===== src/rtl/univ_shift_reg.sv =====
// Universal shift register: hold / shift right / shift left / parallel load, with a frame counter.
// Optional rotate input enabled by defining UNIV_SHIFT_ROTATE_EN.
module univ_shift_reg #(
  parameter int unsigned       WIDTH   = 8,
  parameter logic [WIDTH-1:0]  RST_VAL = '0,
  parameter int unsigned       CNT_W   = $clog2(WIDTH)
) (
  input  logic             clk,
  input  logic             rst,
  input  logic             en,
  input  logic [1:0]       mode,
  input  logic             si_r,
  input  logic             si_l,
`ifdef UNIV_SHIFT_ROTATE_EN
  input  logic             rot,
`endif
  input  logic [WIDTH-1:0] pi,
  output logic [WIDTH-1:0] po,
  output logic             so_r,
  output logic             so_l,
  output logic [CNT_W-1:0] shift_cnt,
  output logic             frame_done
);

  typedef enum logic [1:0] {
    MODE_HOLD = 2'b00,
    MODE_SHR  = 2'b01,
    MODE_SHL  = 2'b10,
    MODE_LOAD = 2'b11
  } mode_e;

  logic [WIDTH-1:0] q, q_next;
  logic [CNT_W-1:0] cnt, cnt_next;
  logic             done, done_next;
  logic             fill_r, fill_l;
  logic             do_shift;

  always_comb begin
    fill_r = si_r;
    fill_l = si_l;
`ifdef UNIV_SHIFT_ROTATE_EN
    // Rotation recirculates the bit leaving the opposite end.
    if (rot) begin
      fill_r = q[0];
      fill_l = q[WIDTH-1];
    end
`endif
  end

  always_comb begin
    q_next    = q;
    cnt_next  = cnt;
    done_next = 1'b0;
    do_shift  = 1'b0;
    if (en) begin
      unique case (mode_e'(mode))
        MODE_HOLD: ;
        MODE_SHR: begin
          q_next   = {fill_r, q[WIDTH-1:1]};
          do_shift = 1'b1;
        end
        MODE_SHL: begin
          q_next   = {q[WIDTH-2:0], fill_l};
          do_shift = 1'b1;
        end
        MODE_LOAD: begin
          q_next   = pi;
          cnt_next = '0;
        end
        default: ;
      endcase
    end
    if (do_shift) begin
      if (cnt == CNT_W'(WIDTH - 1)) begin
        cnt_next  = '0;
        done_next = 1'b1;
      end else begin
        cnt_next = cnt + 1'b1;
      end
    end
  end

  always_ff @(posedge clk or negedge rst) begin
    if (!rst) begin
      q    <= RST_VAL;
      cnt  <= '0;
      done <= 1'b0;
    end else begin
      q    <= q_next;
      cnt  <= cnt_next;
      done <= done_next;
    end
  end

  assign po         = q;
  assign so_r       = q[0];
  assign so_l       = q[WIDTH-1];
  assign shift_cnt  = cnt;
  assign frame_done = done;

endmodule

===== config.mk =====
export PLATFORM = sky130hd
export DESIGN_NAME = univ_shift_reg
export DESIGN_NICKNAME = d
export VERILOG_FILES = /design/src/rtl/univ_shift_reg.sv
export SDC_FILE = /design/constraint.sdc
export NUM_CORES = 1
export LEC_CHECK = 0
export ABC_AREA = 0
export CORE_MARGIN = 2
export CORE_UTILIZATION = 30
export DETAILED_ROUTE_END_ITERATION = 10
export GPL_ROUTABILITY_DRIVEN = 0
export PLACE_DENSITY = 0.58
export SLEW_MARGIN = 20
export SYNTH_ARGS = -nofsm -noshare
export SYNTH_HDL_FRONTEND = slang
export SYNTH_SLANG_ARGS = --single-unit

===== constraint.sdc =====
create_clock -name clk -period 1.9 [get_ports clk]
set_input_delay 0.475 -clock clk [delete_from_list [all_inputs] [get_ports clk]]
set_output_delay 0.475 -clock clk [all_outputs]
set_load 0.05 [all_outputs]

==> run_results.csv <==
group,metric,value,unit
clocking,clock_tree.htree_level_count,1,
placed_design,placed_cells,130,
synthesis,ys_top_cells_by_area,"sky130_fd_sc_hd__dfrtp_1, sky130_fd_sc_hd__ha_1, sky130_fd_sc_hd__nor3b_1",
synthesis,netlist_area_before_placement,732,sq um
sta,whs,0.535,ns
sta,timing.final.hold_violations,0,
pwr,static_leakage,0.459,nW
worst_setup_path,setup.worst_path.end_class,"register",
route,drcViolationCount,0,
floorplan,design.die.area,2850,sq um
flow_run,max_cap_violations,0,
pwr,power.share.switching,43.7,%
floorplan,pin_count,29,
clocking,cts_clk_pin_slew_worst_paths,0.08,ns
clocking,clock-sinks,12,
placed_design,dp.final_hpwl,1.34,mm
floorplan,die_x,53.4,um
clocking,cts_resized,0,
pwr,internal-power,0.624,mW
worst_setup_path,crit_required,2.10,ns
grt,antenna_found_initial,0,
worst_setup_path,regToRegStartpoint,"shift_cnt[0]$_DFFE_PN0P_",
route,dr.first_iter.drc_count,9,
floorplan,core-area,2250,sq um
cells_and_area,layout-drive-gt1-share,24.5,%
sta,max_freq,583,MHz
clocking,worst_case_clock_buffer_depth,2,
pwr,power.ir.vdd_worst,0.566,mV
cells_and_area,antenna-diode-count,0,
pwr,powerDensity,1070,nW/um^2
route,drt_pre_antenna_iters,4,
worst_hold_path,timing.hold.worst.start,"shift_cnt[1]$_DFFE_PN0P_",
placed_design,port_buffers,28,
worst_hold_path,hp-class,"register to register",
floorplan,core.rowCount,17,
cells_and_area,finish.net_count,128,
route,drtAntennaViolNets,0,
clocking,cts_inserted_buffers,3,
sta,grt_setup_unrepaired,"no",
cells_and_area,area_growth,41.4,%
clocking,cts_root_buffer,"sky130_fd_sc_hd__clkbuf_4",
floorplan,start_util,32.5,%
grt,grt_pass1_vias,611,
route,vias_per_cell,5.07,
synthesis,postSynthNetCount,96,
worst_setup_path,setup.worst_path.class,"primary input to register",
synthesis,synth_top_cell_by_area,"sky130_fd_sc_hd__dfrtp_1",
grt,grt_max_degree,17,
synthesis,netlist.area_leader.share,41.0,%
route,route.detailed.wl_per_inst,12.9,um
synthesis,portion_of_the_post_synthesis_area_used_by_sequential_elements,41.0,%
pwr,proportion_of_power_drawn_by_combinational_gates,48.0,%
sta,worst_slack,0.185,ns
synthesis,post_synth_num_cell_types,19,
route,dr_total_vias,679,
pwr,p_clk_share,18.4,%
sta,finalClockSkew,0.00173,ns
floorplan,die_height,53.4,um
synthesis,syn_avg_cell_area,9.76,sq um
sta,period_minus_slack,1.71,ns
clocking,tritoncts,"yes",
synthesis,synth-seq-cells,12,
sta,setup_violations,0,
worst_setup_path,crit_fanout,8,
grt,grt_usage,13.7,%
grt,grt_pass1_wl,2.75,mm
placed_design,pre_cts_ws,-0.139,ns
sta,max_slew_violations,0,
synthesis,synth_cells,75,
clocking,postCtsSetupRepairBufs,0,
pwr,switching_power,0.484,mW
grt,grt-ovfl-total,0,
clocking,post_cts_hold_buffer_count,0,
worst_setup_path,timing.critical_path.from_type,"primary input",
sta,finalCritPeriodShare,90.2,%
worst_setup_path,setup.worst_path.start,"mode[0]",
outcome,run_status,"finished, final reports clean",
sta,relSlewSlack,62.8,%
synthesis,ys.warnings.count,0,
pwr,seq_power_share,33.5,%
cells_and_area,layoutNonFillerInstCount,134,
sta,worst-slew-pin-transition,0.556,ns
worst_setup_path,worst_ep_arrival_time,1.91,ns
route,wl,1.73,mm
clocking,clock_insertion_delay_worst_skew,0.27,ns
registers in the layout (all words and copies together), names as in the netlist:
signal and cells:
po 8, frame_done 1, shift_cnt 3
power by group through the flow:
| stage | logic, mW | registers (mW) | clock network [mW] |
|---|---|---|---|
| floorplan | 0.175 | 0.564 | 0 |
| CTS | 0.538 | 0.373 | 0.212 |
| finish | 0.532 | 0.372 | 0.204 |
| detailed placement | 0.538 | 0.377 | 0 |
| global route | 0.571 | 0.382 | 0.227 |
| global placement | 0.530 | 0.375 | 0 |
worst max-delay path, cell delays in order:
cell and delay [ns]:
sky130_fd_sc_hd__clkdlybuf4s50_1 0.50, sky130_fd_sc_hd__inv_1 0.07, sky130_fd_sc_hd__ha_1 0.26, sky130_fd_sc_hd__buf_4 0.18, sky130_fd_sc_hd__nor3b_1 0.19, sky130_fd_sc_hd__a21oi_1 0.06, sky130_fd_sc_hd__a31oi_1 0.16
cells in the mapped netlist (all sizes together):
master,count
and3,1
nor2,10
inv,2
buf,7
nand2,8
o21a,1
dfrtp,12
and2b,1
a32o,3
ha,6
a22oi,1
a31oi,8
a21oi,7
o21ai,1
nor3b,7
layout make-up:
class                      count  area (sq um)
multi-input combinational     54           353
fill                         244          1220
sequential                    12           300
tap                           28          35.0
inverter                       2          7.51
clock buffer                   4          36.3
timing repair buffer          34           303
routing by layer:
layer / GRT usage [%] / vias to the layer above / part of all wire [%]
met5: 0 / - / 0
met4: 5.13 / 0 / 0
met3: 5.37 / 0 / 8.3
met2: 22.4 / 29 / 49
met1: 15.8 / 322 / 43
li1: - / 328 / -
stage by stage:
stage	power, mW	instance area [sq um]	utilization, %	setup TNS (ns)
final	1.11	1030	45.9	0
after global routing	1.18	1030	45.9	0
after CTS	1.12	1030	45.9	0
after detailed placement	0.915	998	44.3	-0.852
after global placement	0.905	998	44.3	-0.262
after floorplan	0.739	732	-	0
cell usage in the layout (no fill, tap or decap), drive strengths merged:
cell	netlist	final
ha	6	6
buf	7	20
a32o	3	3
nand2	8	8
clkdlybuf4s50	0	14
clkbuf	0	4
a21oi	7	7
a31oi	8	8
and3	1	1
dfrtp	12	12
o21ai	1	1
nor2	10	10
o21a	1	1
nor3b	7	7
and2b	1	1
inv	2	2
a22oi	1	1
kinds of logic after synthesis:
logic type      synth area share [%]
compound gates                  19.3
buf+inv                         10.8
fa+ha+maj                       10.3
simple gates                    18.6
flops                           41.0
worst paths after layout:
path                                            endpoint  slack (ns)  cells past startpoint
min in group asynchronous              po[6]$_DFFE_PN0P_        0.56                      1
worst min-delay path            shift_cnt[1]$_DFFE_PN0P_        0.54                      1
max in group asynchronous           frame_done$_DFF_PN0_        0.98                      1
worst max register to register  shift_cnt[2]$_DFFE_PN0P_        0.68                      3
worst min register to register  shift_cnt[1]$_DFFE_PN0P_        0.54                      1
worst max-delay path                   po[5]$_DFFE_PN0P_        0.19                      7
Note: power is estimated with default switching activity, not from simulation.
